`src/rtl/keypad_pkg.sv`:
```
// Shared definitions for the 4x4 keypad scanner: matrix size, frame-result
// encoding, report FSM states and the per-row priority encoder.
package keypad_pkg;

    localparam int ROWS = 4;
    localparam int COLS = 4;

    typedef struct packed {
        logic       hit;
        logic [3:0] code;
    } key_res_t;

    localparam key_res_t KEY_NONE = '{hit: 1'b0, code: 4'h0};

    typedef enum logic {
        RELEASED = 1'b0,
        HELD     = 1'b1
    } rpt_state_t;

    // Lowest pressed column of one row wins; code is row*4 + column.
    function automatic key_res_t first_key(input logic [1:0] row, input logic [COLS-1:0] pressed);
        key_res_t res;
        res = KEY_NONE;
        for (int c = COLS - 1; c >= 0; c--) begin
            if (pressed[c]) begin
                res.hit  = 1'b1;
                res.code = {row, 2'(c)};
            end
        end
        return res;
    endfunction

endpackage

```
`src/rtl/keypad_col_sync.sv`:
```
// Two-flop synchronizer for the asynchronous column sense lines.
// Resets to all-ones, the idle level of the pulled-up columns.
module keypad_col_sync (
    input  logic       clk,
    input  logic       rst_n,
    input  logic [3:0] col_n,
    output logic [3:0] col_s
);

    logic [3:0] meta_q, meta_d;
    logic [3:0] sync_q, sync_d;

    always_comb begin
        meta_d = col_n;
        sync_d = meta_q;
    end

    always_ff @(posedge clk or negedge rst_n) begin
        if (!rst_n) begin
            meta_q <= 4'b1111;
            sync_q <= 4'b1111;
        end else begin
            meta_q <= meta_d;
            sync_q <= sync_d;
        end
    end

    assign col_s = sync_q;

endmodule

```
`src/rtl/keypad_scan_4x4.sv`:
```
// 4x4 matrix keypad scanner: row multiplexing, frame-level debounce and a
// press-reporting FSM that emits one strobe per accepted key press.
module keypad_scan_4x4
    import keypad_pkg::*;
#(
    parameter int ROW_DWELL       = 2500,
    parameter int DEBOUNCE_FRAMES = 4
) (
    input  logic       clk,
    input  logic       rst_n,
    output logic [3:0] row_n,
    input  logic [3:0] col_n,
    output logic [3:0] key_code,
    output logic       key_valid,
    output logic       key_held
);

    localparam int             DW         = $clog2(ROW_DWELL);
    localparam logic [DW-1:0]  DWELL_LAST = DW'(ROW_DWELL - 1);
    localparam logic [3:0]     DB_TARGET  = 4'(DEBOUNCE_FRAMES);

    logic [3:0]      col_s;

    logic [DW-1:0]   dwell_q, dwell_d;
    logic [1:0]      row_idx_q, row_idx_d;
    logic [ROWS-1:0] row_n_q, row_n_d;
    key_res_t        acc_q, acc_d;
    key_res_t        cand_q, cand_d;
    logic [3:0]      cnt_q, cnt_d;
    rpt_state_t      state_q, state_d;
    logic [3:0]      key_code_q, key_code_d;
    logic            key_valid_q, key_valid_d;

    logic            sample;
    logic            frame_close;
    key_res_t        row_res;
    key_res_t        frame_res;
    logic            stable;

    keypad_col_sync u_col_sync (
        .clk   (clk),
        .rst_n (rst_n),
        .col_n (col_n),
        .col_s (col_s)
    );

    always_comb begin
        dwell_d     = dwell_q;
        row_idx_d   = row_idx_q;
        acc_d       = acc_q;
        cand_d      = cand_q;
        cnt_d       = cnt_q;

        sample      = (dwell_q == DWELL_LAST);
        frame_close = sample && (row_idx_q == 2'd3);
        row_res     = first_key(row_idx_q, ~col_s);
        // An earlier row's hit in this frame always outranks later rows.
        frame_res   = acc_q.hit ? acc_q : row_res;

        if (sample) begin
            dwell_d   = '0;
            row_idx_d = row_idx_q + 2'd1;
            acc_d     = frame_close ? KEY_NONE : frame_res;
        end else begin
            dwell_d   = dwell_q + 1'b1;
        end

        row_n_d = ~(4'b0001 << row_idx_d);

        if (frame_close) begin
            if (frame_res == cand_q) begin
                if (cnt_q < DB_TARGET) begin
                    cnt_d = cnt_q + 4'd1;
                end
            end else begin
                cand_d = frame_res;
                cnt_d  = 4'd1;
            end
        end

        // Judged on the freshly updated debounce state so the strobe lands
        // one cycle after the closing sample.
        stable = frame_close && (cnt_d >= DB_TARGET);
    end

    always_comb begin
        state_d     = state_q;
        key_code_d  = key_code_q;
        key_valid_d = 1'b0;

        case (state_q)
            RELEASED: begin
                if (stable && cand_d.hit) begin
                    state_d     = HELD;
                    key_code_d  = cand_d.code;
                    key_valid_d = 1'b1;
                end
            end
            HELD: begin
                // A different stable key while held is ignored until released.
                if (stable && !cand_d.hit) begin
                    state_d = RELEASED;
                end
            end
            default: state_d = RELEASED;
        endcase
    end

    always_ff @(posedge clk or negedge rst_n) begin
        if (!rst_n) begin
            dwell_q     <= '0;
            row_idx_q   <= 2'd0;
            row_n_q     <= 4'b1110;
            acc_q       <= KEY_NONE;
            cand_q      <= KEY_NONE;
            cnt_q       <= 4'd0;
            state_q     <= RELEASED;
            key_code_q  <= 4'h0;
            key_valid_q <= 1'b0;
        end else begin
            dwell_q     <= dwell_d;
            row_idx_q   <= row_idx_d;
            row_n_q     <= row_n_d;
            acc_q       <= acc_d;
            cand_q      <= cand_d;
            cnt_q       <= cnt_d;
            state_q     <= state_d;
            key_code_q  <= key_code_d;
            key_valid_q <= key_valid_d;
        end
    end

    assign row_n     = row_n_q;
    assign key_code  = key_code_q;
    assign key_valid = key_valid_q;
    assign key_held  = (state_q == HELD);

endmodule

```
`config.mk`:
```
export PLATFORM = sky130hd
export DESIGN_NAME = keypad_scan_4x4
export DESIGN_NICKNAME = d
export VERILOG_FILES = /design/src/rtl/keypad_pkg.sv /design/src/rtl/keypad_col_sync.sv /design/src/rtl/keypad_scan_4x4.sv
export SDC_FILE = /design/constraint.sdc
export NUM_CORES = 1
export LEC_CHECK = 0
export BUFFER_PORTS_ARGS = -buffer_cell sky130_fd_sc_hd__buf_2
export CAP_MARGIN = 10
export CORE_MARGIN = 2
export CORE_UTILIZATION = 50
export DETAILED_ROUTE_END_ITERATION = 7
export GPL_TIMING_DRIVEN = 0
export HOLD_SLACK_MARGIN = 0.15
export PLACE_DENSITY = 0.71
export SYNTH_ARGS = -nofsm -noshare
export SYNTH_HDL_FRONTEND = slang
export SYNTH_SLANG_ARGS = --single-unit
```
`constraint.sdc`:
```
create_clock -name clk -period 2.3 [get_ports clk]
set_input_delay 0 -clock clk [delete_from_list [all_inputs] [get_ports clk]]
set_output_delay 0 -clock clk [all_outputs]
set_load 0.01 [all_outputs]
```
Yosys cells after proc, flatten, opt, wreduce, memory -nomap -nowiden
Cells that the tools add are included.
{ "word_totals": {"ramBits": 0, "latchBits": 0, "memories": 0, "rom_bits": 0, "register_bits": 46} }
{ "op_classes": {"mul": 0, "reduce_logical": 6, "n_shift": 1, "n_lt_le_gt_ge": 2, "bitwise_logic": 3, "muxes": 17, "div": 0, "n_addsub": 3, "n_eq_ne": 3} }
{ "op_table": {"columns": ["op", "count"], "rows": [
  ["$mux W5", 8],
  ["$add A12 B1 Y12 const B", 1],
  ["$eq A12 B12 Y1 const B", 1],
  ["$mux W12", 1],
  ["$mux W4", 3],
  ["$not A4 Y4", 2],
  ["$eq A5 B5 Y1", 1],
  ["$add A4 B1 Y4 const B", 1],
  ["$ge A4 B3 Y1 const B", 1],
  ["$logic_and A1 B1 Y1", 4],
  ["$lt A4 B3 Y1 const B", 1],
  ["$shl A1 B2 Y4 const A", 1],
  ["$mux W1", 3],
  ["$add A2 B1 Y2 const B", 1],
  ["$eq A2 B2 Y1 const B", 1],
  ["$mux W2", 1],
  ["$pmux W1 S2", 1],
  ["$reduce_and A2 Y1", 1],
  ["$logic_not A1 Y1", 1],
  ["$not A1 Y1", 1]
]} }

Longest topological paths before layout
Gate-level depths: netlist of the first run.
{ "logic_depth": {"depth_word": 14, "ltp_mapped": 9, "mapped_depth_nobuf": 7} }

Modules after synthesis
From an unflattened synthesis of the first run, not the netlist that was laid out.
{ "hier_totals": {"cells_unflattened": 169, "hier_area_um2": 2018.2} }
{ "by_module_without_submodules": {"columns": ["module", "n_inst", "area_each_um2", "cells_each"], "rows": [
  ["keypad_scan_4x4", 1, 1808.0, 161],
  ["keypad_col_sync", 1, 210.2, 8]
]} }

Worst setup path after synthesis of the first run
Ideal clock, no wire load.
{ "synth_timing": {"kind": "flip-flop to flip-flop", "startpoint": "register u_col_sync.sync_q[2], in the netlist u_col_sync.col_s[2]", "endpoint": "register key_code_q[0], in the netlist key_code[0]", "path_buffers": 0, "path_stages_with_launch": 7, "slack_ns": 0.031, "t_arrival_ns": 2.144, "required_ns": 2.175, "setup_ns": 0.125, "path_cell_list": "dfstp_2 > nand2_1 > or4_1 > a221oi_2 > nand4_2 > nor4_4 > mux2_2"} }
{ "synth_via": {"elab_chain_len": 12, "word_cells_on_any_way": 14} }
{ "synth_lines": {"columns": ["item", "line_no", "source"], "rows": [
  ["start, declared", "keypad_col_sync.sv:11", "logic [3:0] sync_q, sync_d;"],
  ["start signal, assigned", "keypad_col_sync.sv:24", "sync_q <= sync_d;"],
  ["$not A4 Y4 *", "keypad_scan_4x4.sv:56", "row_res = first_key(row_idx_q, ~col_s);"],
  ["$mux W5 * (3 in a row)", "keypad_pkg.sv:25", "if (pressed[c]) begin"],
  ["$mux W5 *", "keypad_scan_4x4.sv:58", "frame_res = acc_q.hit ? acc_q : row_res;"],
  ["$eq A5 B5 Y1", "keypad_scan_4x4.sv:71", "if (frame_res == cand_q) begin"],
  ["$mux W4", "keypad_scan_4x4.sv:71", null],
  ["$mux W4", "keypad_scan_4x4.sv:70", "if (frame_close) begin"],
  ["$ge A4 B3 Y1", "keypad_scan_4x4.sv:83", "stable = frame_close && (cnt_d >= DB_TARGET);"],
  ["$logic_and A1 B1 Y1", "keypad_scan_4x4.sv:83", null],
  ["$logic_and A1 B1 Y1", "keypad_scan_4x4.sv:93", "if (stable && cand_d.hit) begin"],
  ["$reduce_and A2 Y1 (no line)", null, null],
  ["end signal, assigned", "keypad_scan_4x4.sv:128", "key_code_q <= key_code_d;"],
  ["end, declared", "keypad_scan_4x4.sv:31", "logic [3:0] key_code_q, key_code_d;"]
]} }
Mark *: on every way between the ends. The rest lies on a longest branch, timed or not.
A chain may end at the register's enable or synchronous reset.

Worst setup path in the final report of the first run
{ "layout_timing": {"startpoint": "register u_col_sync.sync_q[3], in the netlist u_col_sync.col_s[3]", "endpoint": "register key_code_q[1], in the netlist key_code[1]"} }
{ "layout_via": {"elab_chain_len": 13, "word_cells_on_any_way": 15} }
{ "layout_lines": {"columns": ["item", "line_no"], "rows": [
  ["$not A4 Y4 *", "keypad_scan_4x4.sv:56"],
  ["$mux W5 * (4 in a row)", "keypad_pkg.sv:25"],
  ["$mux W5 *", "keypad_scan_4x4.sv:58"],
  ["$eq A5 B5 Y1", "keypad_scan_4x4.sv:71"],
  ["$mux W4", "keypad_scan_4x4.sv:71"],
  ["$mux W4", "keypad_scan_4x4.sv:70"],
  ["$ge A4 B3 Y1", "keypad_scan_4x4.sv:83"],
  ["$logic_and A1 B1 Y1", "keypad_scan_4x4.sv:83"],
  ["$logic_and A1 B1 Y1", "keypad_scan_4x4.sv:93"],
  ["$reduce_and A2 Y1 (no line)", null]
]} }
Marks and branches as above.

==> impl_metrics.csv, run 1 <==
group,metric,value,unit
route,drtAntennaViolNets,0,
synth,syn_nets,174,
grt,antenna_found_initial,0,
synth,ys_ff_latch,46,
clock_tree,clock-sinks,46,
synth,avgSynthCellArea,11.75,um^2
final_layout,fin_cells,253,
sta,max_freq,0.4483,GHz
die,die_w,66.28,um
job,drv_cap,0,
sta,fin_setup_tns,0,ns
route,routed_wirelength,3.692,mm
worst_setup_path,critPathMaxFanout,5,
place,hpwl,2.407,mm
outcome,status,"complete, no violations",
clock_tree,clk_path_buf_depth,2,
worst_hold_path,hold_start,"col_n[3]",
final_layout,nFillCells,289,
final_layout,post-route-util,64.89,%
worst_setup_path,critPathArrivalTime,2.41,ns
route,vias,1364,
synth,ys_seq_area_share,60.06,%
final_layout,multi_input_area,812.0,um^2
sta,min_period,2.231,ns
clock_tree,cts_tree,"done",
die,start_util,52.58,%
final_layout,n_antenna_cell,0,
clock_tree,clock_latency,0.30,ns
clock_tree,cts_max_level,2,
die,rows,22,
sta,hold_viol,0,
power_and_ir_drop,p_per_area,556.5,nW/um^2
place,dp.cells,228,
route,via_per_inst,5.391,
grt,track_usage,19.10,%
synth,synth.distinct_cells,37,
worst_setup_path,ff2ff_path_depth,7,
worst_hold_path,hold_path_end,"u_col_sync.meta_q[3]",
synth,postSynthCellCount,165,
die,die_area,4393,um^2
synth,async_flop_share,100.0,%
grt,overflow,0,
route,drc,0,
synth,syn_area,1939,um^2
place,gp_congestion,0.8698,
sta,skew,0.004035,ns
worst_setup_path,crit_type,"flop to flop",
power_and_ir_drop,irDropWorstVdd,0.4934,mV
worst_hold_path,holdCritPathClass,"primary input to flop",
worst_setup_path,reg2reg_slack,0.07,ns
final_layout,area_growth,23.42,%
final_layout,final_area,2394,um^2
sta,tightest_slew,0.9654,ns
final_layout,layout.area.seq,1165,um^2
grt,grt_pass1_vias,1341,
grt,grt_pass1_wl,6.216,mm
clock_tree,clk_pin_slew_worst_paths,0.08,ns
die,core,3689,um^2
sta,drv_slew,0,
power_and_ir_drop,leakage,1.089,nW
route,avgRoutedWirePerCell,14.59,um
worst_setup_path,cp-start-kind,"flop",
clock_tree,clock_tree.root_cell,"clkbuf_8",
worst_setup_path,rr_startpoint,"u_col_sync.col_s[3]",
die,die_y,66.28,um
sta,setup_viol,0,
die,io_pins,16,
grt,grt_max_degree,47,
route,drt_iter0_markers,90,
sta,fin_crit_sh,96.99,%
place,place_area,2074,um^2
worst_setup_path,r2r_end,"key_code[1]",
sta,maxSlewHeadroom,35.64,%
power_and_ir_drop,total_power,1.332,mW
final_layout,drive_gt1_share,33.17,%
worst_setup_path,cp.required,2.48,ns
final_layout,fin_nets,213,
clock_tree,cts_buffers,5,
worst_setup_path,crit_path_end_kind,"flop",
synth,synthFlopType,"dfrtp_1",
synth,ys_warn_count,0,
synth,synth_edf_count,0,
route,dr.pass1.iters,6,
sta,rsz0062_at_grt,"true",
worst_hold_path,worstHoldPathCells,2,
place,io_buffers,15,
synthesized netlist by cell type (all sizes together) (4+ instances only):
| cell type | instances | area, um^2 |
|---|---|---|
| mux2i | 6 | 60.06 |
| dfrtp | 35 | 875.8 |
| and2 | 5 | 32.54 |
| o31ai | 5 | 37.54 |
| a21oi | 5 | 25.02 |
| nor2 | 14 | 52.55 |
| mux2 | 4 | 45.04 |
| o21ai | 7 | 35.03 |
| nand3 | 8 | 40.04 |
| nand2 | 14 | 52.55 |
| inv | 7 | 26.28 |
| dfstp | 11 | 289.0 |
| xnor2 | 9 | 78.83 |
| and3 | 5 | 31.28 |
worst max-delay path by stage:
stage / startpoint / end / slack (ns) / depth (start not counted)
floorplan: u_col_sync.col_s[2] / key_code[0] / 0.03 / 6
global placement: dwell_q[0] / key_code[0] / -0.23 / 8
detailed placement: dwell_q[0] / key_code[1] / -0.26 / 8
CTS: u_col_sync.col_s[2] / key_code[2] / -0.02 / 7
global route: dwell_q[1] / key_code[1] / -0.05 / 9
finish: u_col_sync.col_s[3] / key_code[1] / 0.07 / 7
power breakdown:
group	leakage, nW	total [mW]	switching (mW)	internal, mW
Sequential	0.590	0.826	0.00475	0.821
Clock	0.0450	0.460	0.249	0.210
Combinational	0.454	0.0460	0.0265	0.0195
Total	1.09	1.33	0.281	1.05
critical path: stages (launching register included):
cell and delay (ns):
dfstp_2 0.55, nand2_2 0.07, or4_4 0.42, a221oi_2 0.25
nand4_2 0.19, nor4_4 0.18, buf_6 0.16, mux2_4 0.30
timing repair:
| action | 4_1_cts | 5_1_grt |
|---|---|---|
| hold endpoints to repair | 39 | 0 |
| endpoints found under the setup margin | 6 | 6 |
| pin swaps | 4 | 7 |
| resized for setup | 13 | 7 |
| hold buffers | 5 | 0 |
| setup buffers | 5 | 8 |
cell type report:
cell class                      instances  area share [%]
Sequential cell                        46           48.67
Multi-Input combinational cell        108           33.93
Timing Repair Buffer                   33           9.462
Clock buffer                            6           3.032
Tap cell                               48           2.509
Inverter                                7           1.098
Buffer                                  3          0.8887
Clock inverter                          2          0.4182
cells by family after synthesis:
kind of cell    Yosys count  share of synthesized area [%]
compound gates           28                          10.00
mux                      10                          5.419
simple gates             56                          15.29
buf+inv                  11                          2.322
flops                    46                          60.06
xor+xnor                 11                          4.968
fa+ha+maj                 3                          1.936
per-stage QoR:
| step | setup WS (ns) | hold WS [ns] |
|---|---|---|
| final | 0.06914 | 0.3404 |
| after global placement | -0.2280 | 0.1066 |
| after detailed placement | -0.2610 | 0.1073 |
| after global routing | -0.05155 | 0.3401 |
| after CTS | -0.02160 | 0.3379 |
| after floorplan | 0.03115 | -0.2956 |
state kept, by name, summed over array words and instances (netlist names), named ones only:
register / cells
dwell_q: 12
acc_q: 5
cand_q: 5
key_code: 4
row_n: 4
u_col_sync.col_s: 4
u_col_sync.meta_q: 4
cnt_q: 2
row_idx_q: 2
key_valid: 1
layer usage:
metal  part of all wire [%]  vias up  GRT usage (%)
met5                      0        -              0
met4                    1.8        0          8.418
met3                    3.6        8          3.066
met2                     50       29          30.88
met1                     45      671          25.40
li1                       -      656              -
layout by cell type, fill, tap and decap left out, types with 2 or more instances in the layout:
| cell type | count |
|---|---|
| o21ai_0 | 7 |
| mux2i_1 | 5 |
| a31oi_1 | 3 |
| buf_4 | 12 |
| inv_1 | 7 |
| clkbuf_8 | 5 |
| clkinv_2 | 2 |
| dfrtp_1 | 35 |
| buf_6 | 2 |
| and3_1 | 5 |
| buf_2 | 17 |
| mux2_4 | 4 |
| nor3_1 | 2 |
| dfstp_2 | 11 |
| xor2_1 | 2 |
| nand2_1 | 13 |
| nor2_1 | 14 |
| dlygate4sd3_1 | 5 |
| xnor2_1 | 9 |
| o31ai_1 | 4 |
| and2_4 | 2 |
| a21oi_1 | 5 |
| ha_1 | 2 |
| nand3_1 | 7 |
Power figures use the tool's default switching activity.
==> run 2: changes to the inputs <==
==> constraint.sdc (replaced) <==
create_clock -name clk -period 2.03 [get_ports clk]
set_input_delay 0 -clock clk [delete_from_list [all_inputs] [get_ports clk]]
set_output_delay 0 -clock clk [all_outputs]
set_load 0.01 [all_outputs]
==> impl_metrics.csv, run 2 (synthesized netlist as in run 1, its figures left out) <==
group,metric,value,unit
worst_setup_path,cp.required,2.21,ns
place,hpwl,2.352,mm
sta,setup_viol,11,
clock_tree,clk_path_buf_depth,2,
final_layout,final_area,2500,um^2
final_layout,drive_gt1_share,35.47,%
worst_setup_path,crit_path_end_kind,"flop",
outcome,status,"finished with violations",
worst_setup_path,reg2reg_slack,-0.24,ns
sta,fin_crit_sh,111.6,%
final_layout,n_antenna_cell,0,
outcome,violations,"negative setup slack",
sta,rsz0062_at_grt,"true",
sta,worst_slack,-0.2358,ns
route,drc,0,
sta,drv_slew,0,
power_and_ir_drop,leakage,1.105,nW
clock_tree,clock_latency,0.29,ns
die,io_pins,16,
worst_setup_path,cp-start-kind,"flop",
power_and_ir_drop,irDropWorstVdd,0.6278,mV
sta,tightest_slew,0.9718,ns
final_layout,fin_nets,211,
sta,hold_viol,0,
grt,track_usage,18.15,%
grt,grt_pass1_wl,5.975,mm
clock_tree,clock_tree.root_cell,"clkbuf_8",
route,routed_wirelength,3.844,mm
place,place_area,2074,um^2
die,rows,22,
worst_hold_path,holdCritPathClass,"primary input to flop",
grt,grt_pass1_vias,1339,
sta,holdWs,0.3442,ns
final_layout,largestRegisters,"dwell_q x12, acc_q x5, cand_q x5",
worst_setup_path,crit_path_end,"key_code[1]",
worst_setup_path,startpoint,"u_col_sync.col_s[2]",
die,start_util,52.58,%
worst_setup_path,ff2ff_path_depth,7,
die,die_y,66.28,um
grt,overflow,0,
final_layout,regMostFlops,"dwell_q",
sta,min_period,2.266,ns
clock_tree,cts_max_level,2,
clock_tree,clock-sinks,46,
job,drv_cap,0,
route,dr.pass1.iters,6,
die,die_w,66.28,um
grt,grt_max_degree,47,
worst_setup_path,critPathMaxFanout,5,
route,drtAntennaViolNets,0,
worst_setup_path,critPathArrivalTime,2.44,ns
sta,maxSlewHeadroom,35.21,%
route,avgRoutedWirePerCell,15.31,um
final_layout,final_cell_mix,"dfrtp_1, buf_2, nand2_1",
clock_tree,clk_pin_slew_worst_paths,0.08,ns
die,die_area,4393,um^2
clock_tree,cts_tree,"done",
route,drt_iter0_markers,68,
final_layout,largest_reg_flops,12,
sta,max_freq,0.4413,GHz
final_layout,multi_input_area,867.1,um^2
worst_setup_path,rr_startpoint,"u_col_sync.col_s[2]",
worst_setup_path,r2r_end,"key_code[1]",
route,vias,1399,
route,via_per_inst,5.574,
sta,skew,0.002733,ns
final_layout,area_growth,28.90,%
grt,antenna_found_initial,0,
clock_tree,cts_buffers,5,
place,io_buffers,15,
place,gp_congestion,0.8637,
final_layout,layout.area.seq,1167,um^2
power_and_ir_drop,p_per_area,721.5,nW/um^2
final_layout,nFillCells,266,
die,core,3689,um^2
final_layout,final_common_cell,"dfrtp_1",
worst_setup_path,crit_type,"flop to flop",
-- run 2: cell count changes in the layout (fill, tap and decap cells not counted), sizes merged --
cell	before	now
bufinv	0	2
clkinv	2	0
buf	31	29
-- run 2: final cells by class --
| type | instances | share of cell area (%) |
|---|---|---|
| sequential | 46 | 46.70 |
| multi-input combinational | 108 | 34.68 |
| timing repair buffer | 31 | 8.609 |
| clock buffer | 6 | 3.303 |
| clock inverter | 2 | 2.402 |
| tap | 48 | 2.402 |
| inverter | 7 | 1.051 |
| buffer | 3 | 0.8509 |
-- run 2: worst min-delay path by stage --
stage	start	end	slack, ns	cells after the start
floorplan	rst_n	asynchronous set/reset pin	-0.30	0
global placement	col_n[0]	u_col_sync.meta_q[0]	0.11	1
detailed placement	col_n[1]	u_col_sync.meta_q[1]	0.11	1
CTS	col_n[1]	u_col_sync.meta_q[1]	0.33	2
global route	col_n[2]	u_col_sync.meta_q[2]	0.34	2
finish	col_n[1]	u_col_sync.meta_q[1]	0.34	2
-- run 2: what timing repair did --
item	CTS	global route
resized for setup	13	20
hold endpoints to repair	39	0
endpoints found under the setup margin	15	12
setup buffers	5	6
hold buffers	5	0
pin swaps	4	6
-- run 2: per-layer routing --
layer,track usage (%),share of wire (%)
met5,0,0
met4,5.612,0.36
met3,4.089,3.3
met2,30.50,52
met1,23.36,44
-- run 2: power breakdown --
part	total, mW	internal, mW	switching (mW)
clock	0.811	0.525	0.287
sequential	0.937	0.931	0.00640
combinational	0.0555	0.0230	0.0325
-- run 2: through the flow --
| step | worst slack, ns | utilization [%] | power, mW | std cells | setup TNS (ns) |
|---|---|---|---|---|---|
| after global placement | -0.5038 | 56.24 | 0.9913 | 228 | -3.552 |
| after floorplan | -0.2389 | - | 0.9665 | 165 | -0.9554 |
| after detailed placement | -0.5185 | 56.24 | 0.9930 | 228 | -3.691 |
| after CTS | -0.3101 | 63.74 | 1.815 | 246 | -1.855 |
| final | -0.2358 | 67.77 | 1.804 | 251 | -1.831 |
| after global routing | -0.3032 | 67.77 | 1.870 | 251 | -2.622 |
-- run 2: critical path: stages, from the launching register on --
cell      delay [ns]
dfstp_2         0.56
nand2_2         0.07
or4_4           0.43
a221oi_4        0.28
nand4_4         0.15
nor4_4          0.19
buf_6           0.17
mux2_4          0.30
